**config.mk**
```make
export PLATFORM = sky130hd
export DESIGN_NAME = pos_sweep_ctrl
export DESIGN_NICKNAME = d
export VERILOG_FILES = /design/src/rtl/pos_sweep_ctrl.sv
export SDC_FILE = /design/constraint.sdc
export NUM_CORES = 1
export LEC_CHECK = 0
export BUFFER_PORTS_ARGS = -buffer_cell sky130_fd_sc_hd__clkbuf_2
export CORE_AREA = 2 2 76 78
export CTS_CLUSTER_DIAMETER = 60
export DETAILED_ROUTE_END_ITERATION = 8
export DIE_AREA = 0 0 78 80
export GPL_TIMING_DRIVEN = 0
export PLACE_DENSITY_LB_ADDON = 0.15
export SLEW_MARGIN = 10
export SYNTH_ARGS = -nofsm -noshare
export SYNTH_HDL_FRONTEND = slang
export SYNTH_SLANG_ARGS = --single-unit
```
**constraint.sdc**
```tcl
create_clock -name clk -period 1.74 [get_ports clk]
set_input_delay 0.087 -clock clk [delete_from_list [all_inputs] [get_ports clk]]
set_output_delay 0.087 -clock clk [all_outputs]
set_load 0.05 [all_outputs]
```
**src/rtl/pos_sweep_ctrl.sv**
```systemverilog
// pos_sweep_ctrl: steps a shared 4-bit vector through 0..15 for two
// combinational function units (canonical S1 and simplified S2). It holds
// each vector for HOLD_CYCLES cycles and samples both outputs at the end of
// the hold window. It builds both truth tables, counts disagreements and
// reports equivalence.
// Optional macro GOLDEN_CHECK_EN: compares the final table1 against GOLDEN_TT
// and reports the result on golden_err. Without it, golden_err is tied low.
module pos_sweep_ctrl #(
    parameter int          HOLD_CYCLES = 1,
    parameter logic [15:0] GOLDEN_TT   = 16'h74EF
) (
    input  logic        clk,
    input  logic        reset,
    input  logic        start,
    input  logic        abort,
    input  logic        S1,
    input  logic        S2,
    output logic [3:0]  vec,
    output logic        busy,
    output logic        done,
    output logic [15:0] table1,
    output logic [15:0] table2,
    output logic [4:0]  mism_cnt,
    output logic [3:0]  first_mism,
    output logic        first_valid,
    output logic        match,
    output logic        golden_err
);

    typedef enum logic [1:0] {
        IDLE  = 2'd0,
        APPLY = 2'd1,
        DONE  = 2'd2
    } state_t;

    localparam logic [3:0] HOLD_LAST = 4'(HOLD_CYCLES - 1);

    state_t     state;
    logic [3:0] hold_cnt;
    logic       sample_edge;
    logic       mism_now;
    logic [4:0] mism_next;

    // An abort on the last hold cycle wins, so that vector is never sampled.
    assign sample_edge = (state == APPLY) && !abort && (hold_cnt == HOLD_LAST);
    assign mism_now    = S1 ^ S2;
    assign mism_next   = mism_cnt + {4'd0, mism_now};

    assign busy = (state != IDLE);
    assign done = (state == DONE);

    // Sweep sequencer: accepts start, holds and samples each vector, and
    // accumulates the truth tables and mismatch statistics.
    always_ff @(posedge clk) begin
        if (reset) begin
            state       <= IDLE;
            vec         <= 4'd0;
            hold_cnt    <= 4'd0;
            table1      <= 16'd0;
            table2      <= 16'd0;
            mism_cnt    <= 5'd0;
            first_mism  <= 4'd0;
            first_valid <= 1'b0;
            match       <= 1'b0;
        end else begin
            case (state)
                IDLE: begin
                    if (start) begin
                        state       <= APPLY;
                        vec         <= 4'd0;
                        hold_cnt    <= 4'd0;
                        table1      <= 16'd0;
                        table2      <= 16'd0;
                        mism_cnt    <= 5'd0;
                        first_mism  <= 4'd0;
                        first_valid <= 1'b0;
                        match       <= 1'b0;
                    end
                end
                APPLY: begin
                    if (abort) begin
                        state    <= IDLE;
                        vec      <= 4'd0;
                        hold_cnt <= 4'd0;
                    end else if (hold_cnt != HOLD_LAST) begin
                        hold_cnt <= hold_cnt + 4'd1;
                    end else begin
                        table1[vec] <= S1;
                        table2[vec] <= S2;
                        if (mism_now) begin
                            mism_cnt <= mism_next;
                            if (!first_valid) begin
                                first_mism  <= vec;
                                first_valid <= 1'b1;
                            end
                        end
                        if (vec == 4'd15) begin
                            state <= DONE;
                            match <= (mism_next == 5'd0);
                        end else begin
                            vec      <= vec + 4'd1;
                            hold_cnt <= 4'd0;
                        end
                    end
                end
                DONE: begin
                    state <= IDLE;
                end
                default: begin
                    state <= IDLE;
                end
            endcase
        end
    end

`ifdef GOLDEN_CHECK_EN
    logic golden_q;

    // Golden comparison of the final table1, with the last S1 sample merged in
    // because it lands in table1 on the same edge.
    always_ff @(posedge clk) begin
        if (reset) begin
            golden_q <= 1'b0;
        end else if ((state == IDLE) && start) begin
            golden_q <= 1'b0;
        end else if (sample_edge && (vec == 4'd15)) begin
            golden_q <= ({S1, table1[14:0]} != GOLDEN_TT);
        end
    end

    assign golden_err = golden_q;
`else
    logic unused_golden;

    assign unused_golden = ^GOLDEN_TT ^ sample_edge;
    assign golden_err    = 1'b0;
`endif

endmodule

```
==> flow_summary.rst, run 1 <==
.. list-table::
   :header-rows: 1

   * - Metric
     - Value
   * - Result of the run
     - complete, no violations
   * - Arr. time, crit path
     - approximately 1.9 ns
   * - Startpoint-to-endpoint class of the critical path
     - flop to flop
   * - Achievable clock frequency
     - a little under 600 MHz
   * - Average cell area after synthesis
     - just under 9 µm²
   * - Routability congestion estimate
     - 0.827
   * - Unrepaired setup endpoints after global routing
     - yes
   * - Total number of vias
     - 2,373
   * - Min Hold Slack
     - 0.0347 ns
   * - Number of clock sinks seen by CTS
     - 53
   * - Final worst setup slack
     - about 0.033 ns
   * - Final-report max-slew violation count
     - 0
   * - Number of top-level design ports
     - 56
   * - Routed wire per std cell
     - approximately 15 µm
   * - Sequential standard cell area
     - about 1100 µm²
   * - Portion of synthesized cell area occupied by the leading cell type
     - between 40 and 50%
   * - Flip-flop and latch count after synthesis
     - 53
   * - Vertical die dimension
     - approximately 80 µm
   * - Clock tree from TritonCTS
     - done
   * - Endpoint required time on the critical path
     - just under 2 ns
   * - Fillcell total
     - 500
   * - Post-Place Worst Slack
     - -0.222 ns
   * - Area growth from synthesis to final layout
     - 26.4%
   * - Synth Instances
     - around 290
   * - IR drop worst, VDD
     - between 0.4 and 0.5 mV
   * - Die area
     - approximately 6200 µm²
   * - Die W
     - between 70 and 80 µm
   * - Sequential element share of the synthesized area
     - between 40% and 50%
   * - Count of antenna-violating nets left after detailed routing
     - 0
   * - Std-Cell Core Area
     - about 5400 µm²
   * - Total CTS buffers
     - 5
   * - Worst-path fanout max
     - 10
   * - Min Tclk post-route
     - around 1.7 ns
   * - Number of rows in the core area
     - 27
   * - Ratio of cells with drive above 1 in the final layout
     - 31.9%
   * - Count of input and output buffers
     - between 50 and 60
   * - Remaining design rule violation count
     - 0
   * - Final setup violation count
     - 0
   * - Synth cell types
     - 48
   * - Vias in the first global route
     - 2,105
   * - Type of the tightest min-delay check
     - primary input to flop
   * - Initial Utilization
     - 47.5%
   * - Cells taking the most area after synthesis
     - sky130_fd_sc_hd__dfxtp_1, sky130_fd_sc_hd__o32ai_1, sky130_fd_sc_hd__inv_1
   * - Power density over cell area
     - a little over 700 nW/µm²
   * - Placed insts
     - between 400 and 500
   * - Element type at the critical path end
     - flop
   * - Count of flip-flops with a built-in enable after synthesis
     - 0
   * - Net Count, Synth
     - slightly above 300
   * - Total Routed Length
     - around 6500 µm
   * - Final period utilization
     - 98.1%
   * - Share of synthesized registers carrying an async set or reset
     - 0%
   * - Final net count
     - 370
   * - Wire length of the first global-routing pass
     - between 10,000 and 15,000 µm
   * - MaxCap Viol Count
     - 0
   * - Tightest Pin Transition
     - 0.642 ns
   * - Leakage power
     - 1.23 nW
   * - Clock latency on the worst-skew pair
     - 0.32 ns
   * - Count of endpoints failing hold in the final timing report
     - 0
   * - # diodes
     - 0
   * - Post-synthesis instance area
     - approximately 2600 µm²
   * - Buffer levels on the longest clock path
     - 2
   * - Violation count after the first detailed-routing iteration
     - approximately 190
   * - CTS clock-pin slew for the worst setup and hold paths
     - 0.10 ns
   * - GR Util All Layers
     - between 20% and 30%
   * - Placed wire-length estimate after detailed placement
     - about 4600 µm
   * - R2R Setup Slk
     - between 0.03 and 0.04 ns
   * - Level count of the clock H-tree
     - 2
   * - Area occupied by multi-input gates
     - around 1400 µm²
   * - Prevailing post-synth register cell
     - sky130_fd_sc_hd__dfxtp_1
   * - Yosys warnings
     - 0
   * - Cell chosen for the clock root
     - sky130_fd_sc_hd__clkbuf_8
   * - Type of origin of the critical path
     - flop
   * - Headroom to the max-slew limit
     - between 50 and 60%
   * - Drt first pass iters
     - 4
   * - Final worst clock skew
     - 0.00745 ns
   * - Most area-hungry cell type in the Yosys netlist
     - sky130_fd_sc_hd__dfxtp_1
   * - Pin count of the biggest net entering global routing
     - 17
   * - Number of antenna violations at the first check in global routing
     - 0
   * - Mean number of vias per cell
     - 5.53
   * - Total gr overflow
     - 0
   * - Post-route insts no fill
     - around 430
-- cell families after synthesis --
| group | share of synthesized area (%) |
|---|---|
| xor+xnor | 1.02 |
| simple gates | 19.5 |
| fa+ha+maj | 3.90 |
| buf+inv | 9.60 |
| compound gates | 23.7 |
| other cells | 0.146 |
| mux | 0.780 |
| flops | 41.3 |
-- sequential cells by signal, indices dropped and copies added (netlist names) --
name and count:
table1 16, table2 16, mism_cnt 5, first_mism 4
hold_cnt 4, vec 4, state 2, first_valid 1
match 1
-- power breakdown --
group / switching (mW) / leakage, nW / internal [mW] / total, mW
sequential: 0.00872 / 0.432 / 1.22 / 1.23
clock: 0.430 / 0.0536 / 0.375 / 0.805
combinational: 0.187 / 0.740 / 0.0887 / 0.276
-- critical path, cell delays in order, from the launching register on --
cell	delay, ns
sky130_fd_sc_hd__dfxtp_1	0.35
sky130_fd_sc_hd__inv_2	0.10
sky130_fd_sc_hd__ha_4	0.16
sky130_fd_sc_hd__nor3b_4	0.25
sky130_fd_sc_hd__buf_6	0.16
sky130_fd_sc_hd__buf_4	0.16
sky130_fd_sc_hd__nand3_1	0.09
sky130_fd_sc_hd__a21oi_1	0.22
sky130_fd_sc_hd__o32ai_1	0.10
-- per-layer routing --
layer / share of wire (%) / GRT usage [%] / vias to the layer above
met5: 0 / 0 / -
met4: 0.93 / 7.72 / 0
met3: 5.2 / 3.51 / 8
met2: 51 / 35.9 / 75
met1: 43 / 25.6 / 1107
li1: - / - / 1183
-- metrics by stage --
stage	TNS, ns	instance area [µm²]	power (mW)	utilization, %
floorplan	0	2610	1.43	-
CTS	-0.0157	3110	2.29	57.6
global route	-0.393	3240	2.40	60.0
global placement	-1.63	2970	1.49	54.9
detailed placement	-2.20	2970	1.49	54.9
finish	0	3240	2.31	60.0
-- synth_stat cells (all sizes together), types with 7 or more instances --
cell / n
buf: 13
inv: 37
dfxtp: 53
nand2: 15
nor2: 11
a22o: 7
nand3: 19
o21ai: 10
nand2b: 8
clkbuf: 7
a21oi: 26
ha: 8
o32ai: 30
-- worst paths after layout --
kind	start	endpoint	depth (start not counted)
max	hold_cnt[0]	table2[3]	8
min	abort	state[1]	2
max reg2reg	hold_cnt[0]	table2[3]	8
min reg2reg	table1[2]	table1[2]	2
-- layout make-up --
class,count,share of cell area (%)
buffer,20,3.66
inverter,37,4.28
multi-input combinational,184,44.2
timing repair buffer,55,8.64
clock inverter,1,0.270
clock buffer,7,3.01
sequential,53,33.2
tap,72,2.78
-- placed cells by master (no fill, tap or decap), types with 6 or more instances in the layout --
cell type	instances
sky130_fd_sc_hd__nand2b_1	6
sky130_fd_sc_hd__inv_1	36
sky130_fd_sc_hd__nand3_1	19
sky130_fd_sc_hd__a22o_1	7
sky130_fd_sc_hd__nand2_1	14
sky130_fd_sc_hd__clkbuf_2	53
sky130_fd_sc_hd__nor2_1	11
sky130_fd_sc_hd__buf_4	6
sky130_fd_sc_hd__a21oi_2	11
sky130_fd_sc_hd__clkbuf_1	6
sky130_fd_sc_hd__a21oi_1	13
sky130_fd_sc_hd__dfxtp_1	46
sky130_fd_sc_hd__o32ai_1	30
sky130_fd_sc_hd__o21ai_0	8
-- timing repair --
action | in CTS | in global routing
hold buffers | 0 | 0
pin swaps | 0 | 7
gates cloned | 0 | 0
setup endpoints to repair | 31 | 41
gates resized for setup | 9 | 26
buffers inserted | 1 | 1
Power figures use the tool's default switching activity.
==> run 2, diff against run 1 <==
--- a/config.mk
+++ b/config.mk
@@ -16,3 +16,4 @@
 export SYNTH_ARGS = -nofsm -noshare
 export SYNTH_HDL_FRONTEND = slang
 export SYNTH_SLANG_ARGS = --single-unit
+export TNS_END_PERCENT = 100
==> constraint.sdc (replaced) <==
create_clock -name clk -period 1.55 [get_ports clk]
set_input_delay 0.0775 -clock clk [delete_from_list [all_inputs] [get_ports clk]]
set_output_delay 0.0775 -clock clk [all_outputs]
set_load 0.05 [all_outputs]
==> run 2 against run 1 <==
Compared with the run above:
- the flow now finishes with violations (negative setup slack)
- hold slack better by 0.018 ns
- routed wire length up 16%
- maximum frequency grew 3.2%
- via count up 5.6%
- non-clock buffer count increased by 17
- clock skew up 0.0021 ns
- cell count rose by 4.0%
- sequential share of layout area shrank 4.2 points
- first-iteration DRC count decreased by 25%
- sequential power grew 11%
- design area rose by 15%
- total power grew 11%
- critical path type unchanged
==> flow_summary.rst, run 2 (synthesis gave the netlist of run 1 again) <==
.. list-table::
   :header-rows: 1

   * - Metric
     - Value
   * - Number of top-level design ports
     - between 50 and 60
   * - Headroom to the max-slew limit
     - a little under three fifths
   * - Drt first pass iters
     - 4
   * - Wire length of the first global-routing pass
     - about 11,000 µm
   * - Number of antenna violations at the first check in global routing
     - 0
   * - IR drop worst, VDD
     - 0.441 mV
   * - Element type at the critical path end
     - flop
   * - Total gr overflow
     - 0
   * - Number of clock sinks seen by CTS
     - 53
   * - Slowest library cell on the worst path
     - sky130_fd_sc_hd__nor2_1
   * - Delay-heaviest family, CP
     - simple AND/OR/NAND/NOR gates
   * - Clock latency on the worst-skew pair
     - approximately 0.30 ns
   * - Max stage delay on crit path
     - between 0.5 and 0.6 ns
   * - Type of origin of the critical path
     - flop
   * - Final period utilization
     - 107%
   * - Endpoint required time on the critical path
     - around 1.7 ns
   * - Leakage power
     - 1.39 nW
   * - Remaining design rule violation count
     - 0
   * - Total non-filler cell area in the finished layout
     - ~3700 µm²
   * - Hold path startpoint
     - abort
   * - Initial Utilization
     - a little under half
   * - Achievable clock frequency
     - between 600 and 700 MHz
   * - Wire length on met3
     - roughly 280 µm
   * - Met2 Wirelength
     - 3970 µm
   * - Most common library cell in the layout ignoring fill and taps
     - sky130_fd_sc_hd__clkbuf_2
   * - Setup_tns
     - -1.10 ns
   * - Count of input and output buffers
     - 53
   * - Routability congestion estimate
     - approximately 0.84
   * - Count of antenna-violating nets left after detailed routing
     - 0
   * - Mean number of vias per cell
     - 5.62
   * - Pin count of the biggest net entering global routing
     - 16
   * - Min Tclk post-route
     - 1.65 ns
   * - R2R Setup Slk
     - -0.10 ns
   * - MaxCap Viol Count
     - 0
   * - Placed wire-length estimate after detailed placement
     - roughly 4800 µm
   * - Total number of vias
     - around 2,500
   * - Unrepaired setup endpoints after global routing
     - yes
   * - Area growth from synthesis to final layout
     - 45.2%
   * - Cells along the critical path
     - clkbuf_2 -> nor2_1 -> nand3_2 -> a21oi_2 -> o32ai_1
   * - Final worst setup slack
     - -0.104 ns
   * - Final-report max-slew violation count
     - 0
   * - Cell chosen for the clock root
     - sky130_fd_sc_hd__clkbuf_8
   * - Tightest Pin Transition
     - between 0.6 and 0.7 ns
   * - Violation count after the first detailed-routing iteration
     - between 100 and 150
   * - CTS clock-pin slew for the worst setup and hold paths
     - around 0.10 ns
   * - Highest layer used for signal routing
     - met4
   * - Final net count
     - about 390
   * - Worst-path fanout max
     - 10
   * - Commonest cells after routing, fill and taps aside
     - sky130_fd_sc_hd__clkbuf_2, sky130_fd_sc_hd__dfxtp_1, sky130_fd_sc_hd__inv_1
   * - Die W
     - 78 µm
   * - Final worst clock skew
     - between 0.009 and 0.01 ns
   * - Buf+Inv Stages, Crit Path
     - 1
   * - Final setup violation count
     - 26
   * - Worst flop-to-flop path startpoint
     - vec[3]
   * - Number of rows in the core area
     - 27
   * - Post-Place Cell Area
     - approximately 3000 µm²
   * - Buffer levels on the longest clock path
     - 2
   * - Placed insts
     - between 400 and 500
   * - GR Util All Layers
     - 22.7%
   * - Largest regs
     - table1 (16), table2 (16), mism_cnt (5)
   * - Worst setup path startpoint
     - vec[3]
   * - Arr. time, crit path
     - about 1.8 ns
   * - Power density over cell area
     - ~700 nW/µm²
   * - Vias in the first global route
     - roughly 2,300
   * - Total CTS buffers
     - 5
   * - # diodes
     - 0
   * - Std-Cell Core Area
     - 5410 µm²
   * - Level count of the clock H-tree
     - 2
   * - Startpoint-to-endpoint class of the critical path
     - flop to flop
   * - Type of the tightest min-delay check
     - primary input to flop
   * - Post-route insts no fill
     - 446
   * - Power consumption
     - roughly 2.5 mW
   * - Result of the run
     - finished, violations left
   * - Vertical die dimension
     - ~80 µm
   * - Die area
     - between 6000 and 7000 µm²
   * - Total Routed Length
     - roughly 7600 µm
   * - Count of endpoints failing hold in the final timing report
     - 0
   * - Violated checks
     - negative setup slack
   * - Routed wire per std cell
     - approximately 17 µm
   * - Hold buffer count at cts
     - 0
   * - Routed met1 length
     - between 3000 and 4000 µm
   * - Ratio of cells with drive above 1 in the final layout
     - 47.1%
   * - Clock tree from TritonCTS
     - done
-- run 2: cell count changes in the layout (fill, tap and decap cells not counted), sizes merged --
cell	previous run	this run
buf	16	33
clkinv	1	0
inv	37	38
-- run 2: routing by layer --
layer	track usage, %	vias to the layer above
li1	-	1214
met3	4.19	14
met5	0	-
met4	9.65	0
met2	40.3	56
met1	26.9	1223
-- run 2: what timing repair did --
action,in CTS,in global routing
gates resized for setup,39,62
pin swaps,15,25
gates cloned,2,0
buffers inserted,8,10
setup endpoints to repair,42,49
-- run 2: power breakdown --
group,switching (mW),leakage [nW],total [mW],internal (mW)
Combinational,0.258,0.912,0.394,0.136
Clock,0.461,0.0428,0.784,0.323
Sequential,0.00599,0.433,1.37,1.37
-- run 2: per-stage QoR --
step                      hold slack, ns  setup WS, ns  utilization, %
final                             0.0528        -0.104            68.9
after global placement             0.359        -0.379            56.2
after CTS                         0.0534       -0.0710            61.8
after global routing              0.0598        -0.191            68.9
after floorplan                    0.153        -0.155               -
after detailed placement           0.373        -0.373            56.2
-- run 2: path summary, 6_finish.rpt --
check | depth (start not counted) | endpoint
worst min-delay path | 2 | state[1]
worst max-delay path | 5 | table2[1]
worst min register to register | 2 | table1[5]
worst max register to register | 5 | table2[1]
-- run 2: area by class of cell --
class / count / area, µm²
repair buffers: 73 / 423
plain buffers: 19 / 153
fillers: 448 / 1680
multi-input cells: 184 / 1760
clock inverters: 1 / 6.26
inverters: 37 / 139
well taps: 72 / 90.1
clock buffers: 7 / 76.3
flip-flops and latches: 53 / 1080
